<file path="src/rtl/can_pkg.sv">
// Shared CAN definitions: frame FSM state encoding, CRC-15 polynomial and
// standard-format field lengths, used by both the receive framer and the transmit node.
package can_pkg;

   typedef enum logic [3:0] {
      IDLE,
      ARB,
      CTRL,
      DATA,
      CRC,
      CRC_DEL,
      ACK_SLOT,
      ACK_DEL,
      EOF,
      ERR
   } can_state_t;

   localparam logic [14:0] CRC15_POLY = 15'h4599;

   localparam int ID_LEN      = 11;
   localparam int DLC_LEN     = 4;
   localparam int CRC_LEN     = 15;
   localparam int EOF_LEN     = 7;
   localparam int STUFF_LIMIT = 5;

endpackage

</file>
<file path="src/rtl/can_crc15.sv">
// Serial CAN CRC-15 register: one bit shifted in per enable, synchronous clear
// has priority over enable. Shared between the receive framer and the transmitter.
module can_crc15
   import can_pkg::*;
(
   input  logic               can_clk,
   input  logic               reset,
   input  logic               clear,
   input  logic               enable,
   input  logic               bit_in,
   output logic [CRC_LEN-1:0] crc
);

   logic               feedback;
   logic [CRC_LEN-1:0] shifted;

   assign feedback = bit_in ^ crc[CRC_LEN-1];
   assign shifted  = {crc[CRC_LEN-2:0], 1'b0};

   // NOTE: sequential state uses non-blocking assignments so every flop samples
   // pre-edge values regardless of statement order.
   always_ff @(posedge can_clk or posedge reset) begin
      if (reset) begin
         crc <= '0;
      end else if (clear) begin
         crc <= '0;
      end else if (enable) begin
         crc <= feedback ? (shifted ^ CRC15_POLY) : shifted;
      end
   end

endmodule

</file>
<file path="src/rtl/can_rx_framer.sv">
// CAN standard-format receive framer: destuffs, checks form and CRC-15, and
// publishes a frame record with a one-cycle valid. `define CAN_RX_ACK_EN drives ACK.
module can_rx_framer
   import can_pkg::*;
#(
   parameter int MAX_BYTES = 8,
   parameter int IDLE_BITS = 7
) (
   input  logic        can_clk,
   input  logic        reset,
   input  logic        bit_valid,
   input  logic        rx_bit,
   output logic        frame_valid,
   output logic [10:0] frame_id,
   output logic        frame_rtr,
   output logic [3:0]  frame_dlc,
   output logic [63:0] frame_data,
   output logic        crc_err,
   output logic        stuff_err,
   output logic        form_err,
   output logic        busy,
   output logic        ack_out
);

   localparam int                IDLE_W    = $clog2(IDLE_BITS + 1);
   localparam logic [IDLE_W-1:0] IDLE_LAST = IDLE_W'(IDLE_BITS - 1);
   localparam logic [3:0]        MAX_B4    = 4'(MAX_BYTES);

   can_state_t          state;
   logic [6:0]          bit_cnt;
   logic [2:0]          stuff_cnt;
   logic                last_bit;
   logic [IDLE_W-1:0]   idle_cnt;

   logic [ID_LEN-1:0]   id_stage;
   logic                rtr_stage;
   logic [DLC_LEN-1:0]  dlc_stage;
   logic [63:0]         data_stage;
   logic [3:0]          byte_cnt;
   logic [CRC_LEN-1:0]  crc_rx;
   logic                crc_ok;

   logic [CRC_LEN-1:0]  crc_calc;
   logic                destuff_active;
   logic                is_stuff;
   logic                crc_clear;
   logic                crc_en;
   logic [DLC_LEN-1:0]  dlc_next;
   logic [3:0]          byte_cnt_next;
   logic [6:0]          data_last_idx;
   logic [CRC_LEN-1:0]  crc_rx_next;

   assign destuff_active = state inside {ARB, CTRL, DATA, CRC};
   assign is_stuff       = destuff_active && (stuff_cnt == 3'(STUFF_LIMIT));
   // SOF is a dominant bit into a zero register, so clearing equals feeding it.
   assign crc_clear      = bit_valid && (state == IDLE) && !rx_bit;
   assign crc_en         = bit_valid && !is_stuff && (state inside {ARB, CTRL, DATA});
   assign dlc_next       = {dlc_stage[DLC_LEN-2:0], rx_bit};
   assign data_last_idx  = {byte_cnt, 3'b000} - 7'd1;
   assign crc_rx_next    = {crc_rx[CRC_LEN-2:0], rx_bit};

   // NOTE: every always_comb output gets a default first so no path can infer a latch.
   always_comb begin
      byte_cnt_next = 4'd0;
      if (!rtr_stage) begin
         byte_cnt_next = (dlc_next > MAX_B4) ? MAX_B4 : dlc_next;
      end
   end

   can_crc15 u_crc (
      .can_clk (can_clk),
      .reset   (reset),
      .clear   (crc_clear),
      .enable  (crc_en),
      .bit_in  (rx_bit),
      .crc     (crc_calc)
   );

   always_ff @(posedge can_clk or posedge reset) begin
      if (reset) begin
         state       <= IDLE;
         bit_cnt     <= '0;
         stuff_cnt   <= '0;
         last_bit    <= 1'b0;
         idle_cnt    <= '0;
         id_stage    <= '0;
         rtr_stage   <= 1'b0;
         dlc_stage   <= '0;
         // NOTE: the data staging register is reset because unused bytes must read as zero.
         data_stage  <= '0;
         byte_cnt    <= '0;
         crc_rx      <= '0;
         crc_ok      <= 1'b0;
         frame_valid <= 1'b0;
         frame_id    <= '0;
         frame_rtr   <= 1'b0;
         frame_dlc   <= '0;
         frame_data  <= '0;
         crc_err     <= 1'b0;
         stuff_err   <= 1'b0;
         form_err    <= 1'b0;
         busy        <= 1'b0;
`ifdef CAN_RX_ACK_EN
         ack_out     <= 1'b1;
`endif
      end else begin
         frame_valid <= 1'b0;
         crc_err     <= 1'b0;
         stuff_err   <= 1'b0;
         form_err    <= 1'b0;
         if (bit_valid) begin
            if (is_stuff) begin
               if (rx_bit == last_bit) begin
                  stuff_err <= 1'b1;
                  idle_cnt  <= '0;
                  state     <= ERR;
               end else begin
                  stuff_cnt <= 3'd1;
                  last_bit  <= rx_bit;
               end
            end else begin
               if (destuff_active) begin
                  stuff_cnt <= (rx_bit == last_bit) ? stuff_cnt + 3'd1 : 3'd1;
                  last_bit  <= rx_bit;
               end
               case (state)
                  IDLE: begin
                     if (!rx_bit) begin
                        state      <= ARB;
                        busy       <= 1'b1;
                        bit_cnt    <= '0;
                        stuff_cnt  <= 3'd1;
                        last_bit   <= 1'b0;
                        id_stage   <= '0;
                        rtr_stage  <= 1'b0;
                        dlc_stage  <= '0;
                        data_stage <= '0;
                        crc_rx     <= '0;
                        crc_ok     <= 1'b0;
                     end
                  end
                  ARB: begin
                     if (bit_cnt == 7'(ID_LEN)) begin
                        rtr_stage <= rx_bit;
                        bit_cnt   <= '0;
                        state     <= CTRL;
                     end else begin
                        id_stage <= {id_stage[ID_LEN-2:0], rx_bit};
                        bit_cnt  <= bit_cnt + 7'd1;
                     end
                  end
                  CTRL: begin
                     bit_cnt <= bit_cnt + 7'd1;
                     if (bit_cnt == 7'd0 && rx_bit) begin
                        form_err <= 1'b1;
                        idle_cnt <= '0;
                        state    <= ERR;
                     end else if (bit_cnt >= 7'd2) begin
                        dlc_stage <= dlc_next;
                        if (bit_cnt == 7'(DLC_LEN + 1)) begin
                           bit_cnt  <= '0;
                           byte_cnt <= byte_cnt_next;
                           state    <= (byte_cnt_next == 4'd0) ? CRC : DATA;
                        end
                     end
                  end
                  DATA: begin
                     // Bytes arrive MSB-first, so the bit offset within a byte is inverted.
                     data_stage[{bit_cnt[5:3], ~bit_cnt[2:0]}] <= rx_bit;
                     if (bit_cnt == data_last_idx) begin
                        bit_cnt <= '0;
                        state   <= CRC;
                     end else begin
                        bit_cnt <= bit_cnt + 7'd1;
                     end
                  end
                  CRC: begin
                     crc_rx <= crc_rx_next;
                     if (bit_cnt == 7'(CRC_LEN - 1)) begin
                        crc_ok  <= (crc_rx_next == crc_calc);
                        bit_cnt <= '0;
                        state   <= CRC_DEL;
                     end else begin
                        bit_cnt <= bit_cnt + 7'd1;
                     end
                  end
                  CRC_DEL: begin
                     if (!rx_bit) begin
                        form_err <= 1'b1;
                        idle_cnt <= '0;
                        state    <= ERR;
                     end else begin
                        state <= ACK_SLOT;
`ifdef CAN_RX_ACK_EN
                        ack_out <= !crc_ok;
`endif
                     end
                  end
                  ACK_SLOT: begin
                     state <= ACK_DEL;
`ifdef CAN_RX_ACK_EN
                     ack_out <= 1'b1;
`endif
                  end
                  ACK_DEL: begin
                     bit_cnt <= '0;
                     if (!rx_bit) begin
                        form_err <= 1'b1;
                        idle_cnt <= '0;
                        state    <= ERR;
                     end else begin
                        state <= EOF;
                     end
                  end
                  EOF: begin
                     if (!rx_bit) begin
                        form_err <= 1'b1;
                        idle_cnt <= '0;
                        state    <= ERR;
                     end else if (bit_cnt == 7'(EOF_LEN - 1)) begin
                        bit_cnt <= '0;
                        busy    <= 1'b0;
                        state   <= IDLE;
                        if (crc_ok) begin
                           frame_valid <= 1'b1;
                           frame_id    <= id_stage;
                           frame_rtr   <= rtr_stage;
                           frame_dlc   <= dlc_stage;
                           frame_data  <= data_stage;
                        end else begin
                           crc_err <= 1'b1;
                        end
                     end else begin
                        bit_cnt <= bit_cnt + 7'd1;
                     end
                  end
                  ERR: begin
                     if (!rx_bit) begin
                        idle_cnt <= '0;
                     end else if (idle_cnt == IDLE_LAST) begin
                        idle_cnt <= '0;
                        busy     <= 1'b0;
                        state    <= IDLE;
                     end else begin
                        idle_cnt <= idle_cnt + 1'b1;
                     end
                  end
                  default: state <= IDLE;
               endcase
            end
         end
      end
   end

`ifndef CAN_RX_ACK_EN
   assign ack_out = 1'b1;
`endif

endmodule

</file>
<file path="config.mk">
export PLATFORM = sky130hd
export DESIGN_NAME = can_rx_framer
export DESIGN_NICKNAME = d
export VERILOG_FILES = /design/src/rtl/can_pkg.sv /design/src/rtl/can_crc15.sv /design/src/rtl/can_rx_framer.sv
export SDC_FILE = /design/constraint.sdc
export NUM_CORES = 1
export LEC_CHECK = 0
export CAP_MARGIN = 10
export CORE_ASPECT_RATIO = 2
export CORE_MARGIN = 3
export CORE_UTILIZATION = 50
export DETAILED_ROUTE_END_ITERATION = 8
export PLACE_DENSITY = 0.71
export SYNTH_ARGS = -nofsm -noshare
export SYNTH_HDL_FRONTEND = slang
export SYNTH_SLANG_ARGS = --single-unit
</file>
<file path="constraint.sdc">
create_clock -name can_clk -period 8.1 [get_ports can_clk]
set_clock_uncertainty 0.1 [all_clocks]
set_input_delay 1.215 -clock can_clk [delete_from_list [all_inputs] [get_ports can_clk]]
set_output_delay 1.215 -clock can_clk [all_outputs]
set_load 0.05 [all_outputs]
</file>
==> results of run 1 <==
## power by group through the flow
stage	Clock (mW)	Combinational, mW	Sequential [mW]
global placement	0	0.695	1.31
CTS	1.01	0.711	1.29
finish	0.998	0.715	1.29
floorplan	0	0.600	1.24
global route	1.06	0.788	1.31
detailed placement	0	0.707	1.31
## area by class of cell
| cell class | instances | area, µm² | share of cell area (%) |
|---|---|---|---|
| Multi-Input combinational cell | 652 | 4496 | 37.51 |
| Sequential cell | 217 | 5430 | 45.30 |
| Timing Repair Buffer | 99 | 963.4 | 8.038 |
| Clock buffer | 30 | 589.3 | 4.916 |
| Inverter | 18 | 75.07 | 0.6263 |
| Tap cell | 266 | 332.8 | 2.777 |
| Clock inverter | 5 | 100.1 | 0.8351 |
## worst paths after layout
check,startpoint,cells after the start,slack (ns),end
worst min-delay path,data_stage[53],2,0.39,data_stage[53]
worst max-delay path,state[0],6,4.28,frame_data[28]
min in group asynchronous,reset,2,1.15,frame_id[2]
worst max register to register,state[0],6,4.28,frame_data[28]
max in group asynchronous,reset,3,5.47,frame_data[24]
worst min register to register,data_stage[53],2,0.39,data_stage[53]
## per-stage QoR
| stage | area (µm²) | hold WS (ns) |
|---|---|---|
| after floorplan | 10400 | 0.3275 |
| after global placement | 11300 | 0.3723 |
| after detailed placement | 11300 | 0.3826 |
| after CTS | 11990 | 0.3970 |
| after global routing | 11990 | 0.4094 |
| final | 11990 | 0.3916 |
## cells in the final DEF (no fill, tap or decap), drive strengths merged, types with 3 or more instances in the layout
cell type,n
dfrtp,217
o21ai,165
clkdlybuf4s50,88
a21oi,79
mux2,79
nand2,74
nor2,49
clkbuf,30
nand3,22
nor3,19
xor2,17
inv,16
xnor2,14
a22o,14
buf,11
and3,10
mux2i,10
nor4,10
o31ai,9
a31oi,9
ha,7
nand2b,6
nor2b,5
nand4,5
and2,4
or3b,4
o41ai,4
clkinv,4
nor3b,4
or3,3
a22oi,3
o22ai,3
bufinv,3
a21o,3
## per-layer routing
layer	global-route usage [%]	part of all wire (%)
met2	39.40	54
met5	0	0
met3	2.482	3.6
met4	9.677	4.4
met1	26.55	38
## Yosys cell counts (6+ instances only)
library cell / number / share of area, %
mux2_2: 14 / 1.5
nand2_1: 74 / 2.7
ha_1: 7 / 0.84
clkbuf_1: 24 / 0.87
o21ai_0: 76 / 3.7
nor3_1: 16 / 0.77
xnor2_1: 14 / 1.2
buf_12: 6 / 1.2
o31ai_1: 9 / 0.65
dfrtp_1: 217 / 52
inv_1: 16 / 0.58
mux2i_1: 10 / 0.96
nand3_1: 22 / 1.1
nor4_1: 10 / 0.60
mux2_4: 65 / 9.4
and3_1: 10 / 0.60
xor2_1: 17 / 1.4
o21ai_1: 88 / 4.2
a31oi_1: 7 / 0.42
a22o_1: 14 / 1.2
a21oi_1: 79 / 3.8
nand2b_1: 6 / 0.36
buf_2: 26 / 1.3
nor2_1: 46 / 1.7
## critical path, delay by kind of cell (launching register included)
| kind | cells | cell delay, ns |
|---|---|---|
| AO/OA/AOI/OAI | 1 | 0.63 |
| AND/OR/NAND/NOR | 3 | 0.76 |
| flip-flops | 1 | 0.86 |
| buffers and inverters | 1 | 0.84 |
| multiplexers | 1 | 0.42 |
## state kept, by name (all words and copies together) (netlist names), 7 cells and up
name,flops
data_stage,64
frame_data,64
u_crc.crc,15
crc_rx,14
frame_id,11
id_stage,11
bit_cnt,7
## kinds of logic after synthesis
group,share of synthesized area [%]
AOI/OAI and AO/OA,17.40
xor gates and xnor gates,2.611
adders and majority gates,0.8423
buffers and inverters,4.765
DFF,52.23
muxes,11.87
other,0.03607
and+or+nand+nor,10.25
==> results.yml, run 1 <==
outcome:
  status: "finished, final reports clean"
floorplanning:
  die-area_mm2: 0.02267
  ioPinCount: 90
  core_area_mm2: 0.02046
  initial_core_util_pct: 50.81
  die_h_um: 209.9
  rows: 74
  die_w_um: 108.0
run:
  max_cap_violations: 0
power:
  p_clk_share_pct: 33.2
  swShare_pct: 33.02
  pwr-share-comb_pct: 23.8
  seqPwrFrac_pct: 43.0
  power_density_mw_per_mm2: 250.6
  ir_drop_mv: 0.1749
  leakage_nw: 5.642
  switching_power_mw: 0.9919
  finalPower_mw: 3.003
  intPower_mw: 2.012
critical_path:
  worstPathArrival_ns: 4.10
  crit_chain: "nor3_2 > o41ai_4 > nor3_1 > nand2_4 > buf_4 > mux2_2"
  cp_slowest_stage_delay_ns: 0.86
  start_kind: "flip-flop"
  required_ns: 8.38
  critPathCaptureType: "flip-flop"
  slowest_stage: "dfrtp_1"
  worstSetupPathType: "reg2reg"
  cp_max_fo: 63
finish:
  antenna_cells: 0
  finalNonFillerCells: 1287
  final_nets: 1019
  final_util_pct: 58.58
  post_route_cells_drive_above_1_share_pct: 13.91
  areaGrowthSynthToFinish_pct: 15.28
  nFillCells: 1750
sta:
  tightest_slew_ns: 1.137
  drv_slew: 0
  setup_ws_ns: 4.281
  rsz0062_at_grt: "no"
  period_share_pct: 47.15
  max_freq_mhz: 261.8
  maxSlewHeadroom_pct: 24.22
  tns_ns: 0
  setup_viol: 0
  final.min_clock_period_ns: 3.819
  final_hold_viol_count: 0
worst_hold_path:
  hp-class: "reg2reg"
drt:
  ant_nets: 0
  drc_errors: 0
  drt_iter0_drc: 427
  vias: 7505
  drt-total-wl_um: 24730
  wire_per_inst_um: 19.21
  drt-vias-per-instance: 5.831
  first_pass_iters: 5
grt:
  track_usage_pct: 22.09
  antenna_found_initial: 0
  grt_pass1_wl_um: 40220
  grt_pass1_vias: 7655
  gr-total-overflow: 0
  grt_max_degree: 115
placement:
  hpwlAfterDp_um: 16810
  dp.cells: 1252
  numPortBuffers: 88
  dpl_worst_slack_ns: 3.953
  gp_congestion: 0.9074
clocking:
  cts_tree: "built"
  post-cts-setup-buffers: 0
  clkLatencyLatePin_ns: 0.50
  cts.repair.resized: 0
  cts-buffers-inserted: 20
  clk_pin_slew_worst_paths_ns: 0.07
  cts.path.max_buffers: 3
  h-tree-depth: 1
  cts.hold.buffers_added: 0
  cts_root_buf: "clkbuf_16"
  cts_sinks: 217
logic_synthesis:
  synth_area_per_cell_um2: 10.90
  synthCells: 954
  syn-num-nets: 965
  yosysWarningCount: 0
  yosysUniqueCellTypes: 66
  synth-main-ff-cell: "dfrtp_1"
  synth-seq-area-share_pct: 52.23
  synth-edff-count: 0
  syn_area_mm2: 0.01040
  synth.ff_latch_count: 217
  ys_async_sr_fraction_pct: 100.0
(Power assumes the default switching activity.)
==> inputs of run 2 (changes only) <==
- clock period: 8.1 -> 3.7 ns (I/O delays scaled with it)
==> run 2 against run 1 <==
Die area unchanged; combinational power is 130% higher; sequential power rose by 110%; critical path depth is the same; cell count grew 1.2%; register-to-register slack worse by 3.7 ns; highest routed layer unchanged; sequential share of layout area decreased by 0.68 points; routed wire length up 2.0%; power up 120%; worst hold slack worse by 0.060 ns; via count rose by 1.3%; final area up 1.5%.
==> results.yml, run 2 (synthesized netlist as in run 1, its figures left out) <==
sta:
  drv_slew: 0
  setup_ws_ns: 0.5797
  final.min_clock_period_ns: 3.120
  tns_ns: 0
  final_hold_viol_count: 0
  tightest_slew_ns: 0.8486
  setup_viol: 0
  period_share_pct: 84.33
  max_freq_mhz: 320.5
  rsz0062_at_grt: "no"
  maxSlewHeadroom_pct: 43.43
floorplanning:
  core_area_mm2: 0.02046
  rows: 74
  die-area_mm2: 0.02267
  ioPinCount: 90
  initial_core_util_pct: 50.81
  die_w_um: 108.0
  die_h_um: 209.9
worst_hold_path:
  hp-class: "in2async"
drt:
  vias: 7605
  first_pass_iters: 8
  wire_per_inst_um: 19.36
  drt_iter0_drc: 401
  drc_errors: 0
  drt-total-wl_um: 25230
  ant_nets: 0
  drt-vias-per-instance: 5.837
finish:
  antenna_cells: 0
  top_regs: "data_stage (64), frame_data (64), u_crc.crc (15)"
  final_nets: 1036
  post_route_cells_drive_above_1_share_pct: 15.81
  areaGrowthSynthToFinish_pct: 17.03
  final_common_cell: "dfrtp_1"
  layout_common_cells: "dfrtp_1 (217), o21ai_1 (88), clkdlybuf4s50_1 (88)"
placement:
  gp_congestion: 0.9633
  numPortBuffers: 88
  hpwlAfterDp_um: 17920
  dpl_worst_slack_ns: 0.6420
clocking:
  clkLatencyLatePin_ns: 0.50
  h-tree-depth: 1
  cts.hold.buffers_added: 0
  cts_root_buf: "clkbuf_16"
  cts.path.max_buffers: 3
  cts-buffers-inserted: 20
  clk_pin_slew_worst_paths_ns: 0.06
  cts_tree: "built"
  post-cts-setup-buffers: 0
  cts.repair.resized: 0
  cts_sinks: 217
power:
  power_density_mw_per_mm2: 544.2
  ir_drop_mv: 0.5053
  finalPower_mw: 6.622
  leakage_nw: 5.749
run:
  max_cap_violations: 0
grt:
  track_usage_pct: 22.92
  gr-total-overflow: 0
  antenna_found_initial: 0
  grt_pass1_wl_um: 41500
  grt_pass1_vias: 7747
  grt_max_degree: 65
critical_path:
  cp_max_fo: 42
  start_kind: "flip-flop"
  critPathCaptureType: "flip-flop"
  cp_common_cell: "o21ai_0"
  crit_chain: "nor3_2 > o41ai_4 > a21o_2 > buf_4 > o21ai_0 > o21ai_0"
  required_ns: 4.01
  cp_top_family: "compound AO/OA/AOI/OAI gates"
  worstPathArrival_ns: 3.43
  worstSetupPathType: "reg2reg"
  crit_buf_inv: 1
  cp_slowest_stage_delay_ns: 0.74
  worstRegToRegCells: 6
  crit_cells: 6
  slowest_stage: "a21o_2"
outcome:
  status: "finished, final reports clean"
[run 2: cell types whose count changed in the layout (fill, tap and decap cells not counted), moves of 2 or more]
cell	before	now
buf_12	0	4
buf_4	11	24
clkbuf_1	6	0
clkbuf_8	3	6
clkinv_2	2	4
[run 2: worst paths after layout]
path / from / end / slack (ns)
max: state[0] / data_stage[27] / 0.58
min in group can_clk: data_stage[50] / data_stage[50] / 0.39
max in group asynchronous: reset / frame_data[32] / 2.50
min: reset / frame_data[57] / 0.33
max reg2reg: state[0] / data_stage[27] / 0.58
min reg2reg: data_stage[50] / data_stage[50] / 0.39
[run 2: power by group]
| group | switching, mW | internal (mW) | total [mW] |
|---|---|---|---|
| registers | 0.234 | 2.54 | 2.77 |
| clock network | 0.877 | 1.29 | 2.17 |
| logic | 1.08 | 0.599 | 1.68 |
| total | 2.20 | 4.43 | 6.62 |
[run 2: metrics by stage]
| stage | cell area, µm² | instances | hold WS (ns) | util [%] |
|---|---|---|---|---|
| finish | 12170 | 1303 | 0.3313 | 59.47 |
| global route | 12170 | 1303 | 0.3528 | 59.47 |
| CTS | 12170 | 1303 | 0.3373 | 59.47 |
| detailed placement | 11470 | 1269 | 0.3816 | 56.06 |
| global placement | 11470 | 1269 | 0.3699 | 56.06 |
| floorplan | 10400 | 954 | 0.3275 | - |
[run 2: final cells by class]
type | count | area [µm²]
Clock buffer | 27 | 608.1
Inverter | 18 | 71.32
Multi-Input combinational cell | 652 | 4496
Sequential cell | 217 | 5430
Clock inverter | 7 | 88.84
Timing Repair Buffer | 116 | 1141
Fill cell | 1739 | 8294
Tap cell | 266 | 332.8
[run 2: metal layers]
| layer | vias to the layer above | GRT usage, % | wire [µm] |
|---|---|---|---|
| met4 | 0 | 9.503 | 1003 |
| li1 | 3544 | - | - |
| met5 | - | 0 | 0 |
| met1 | 3744 | 26.42 | 9279 |
| met3 | 72 | 2.973 | 1035 |
| met2 | 245 | 42.09 | 13910 |
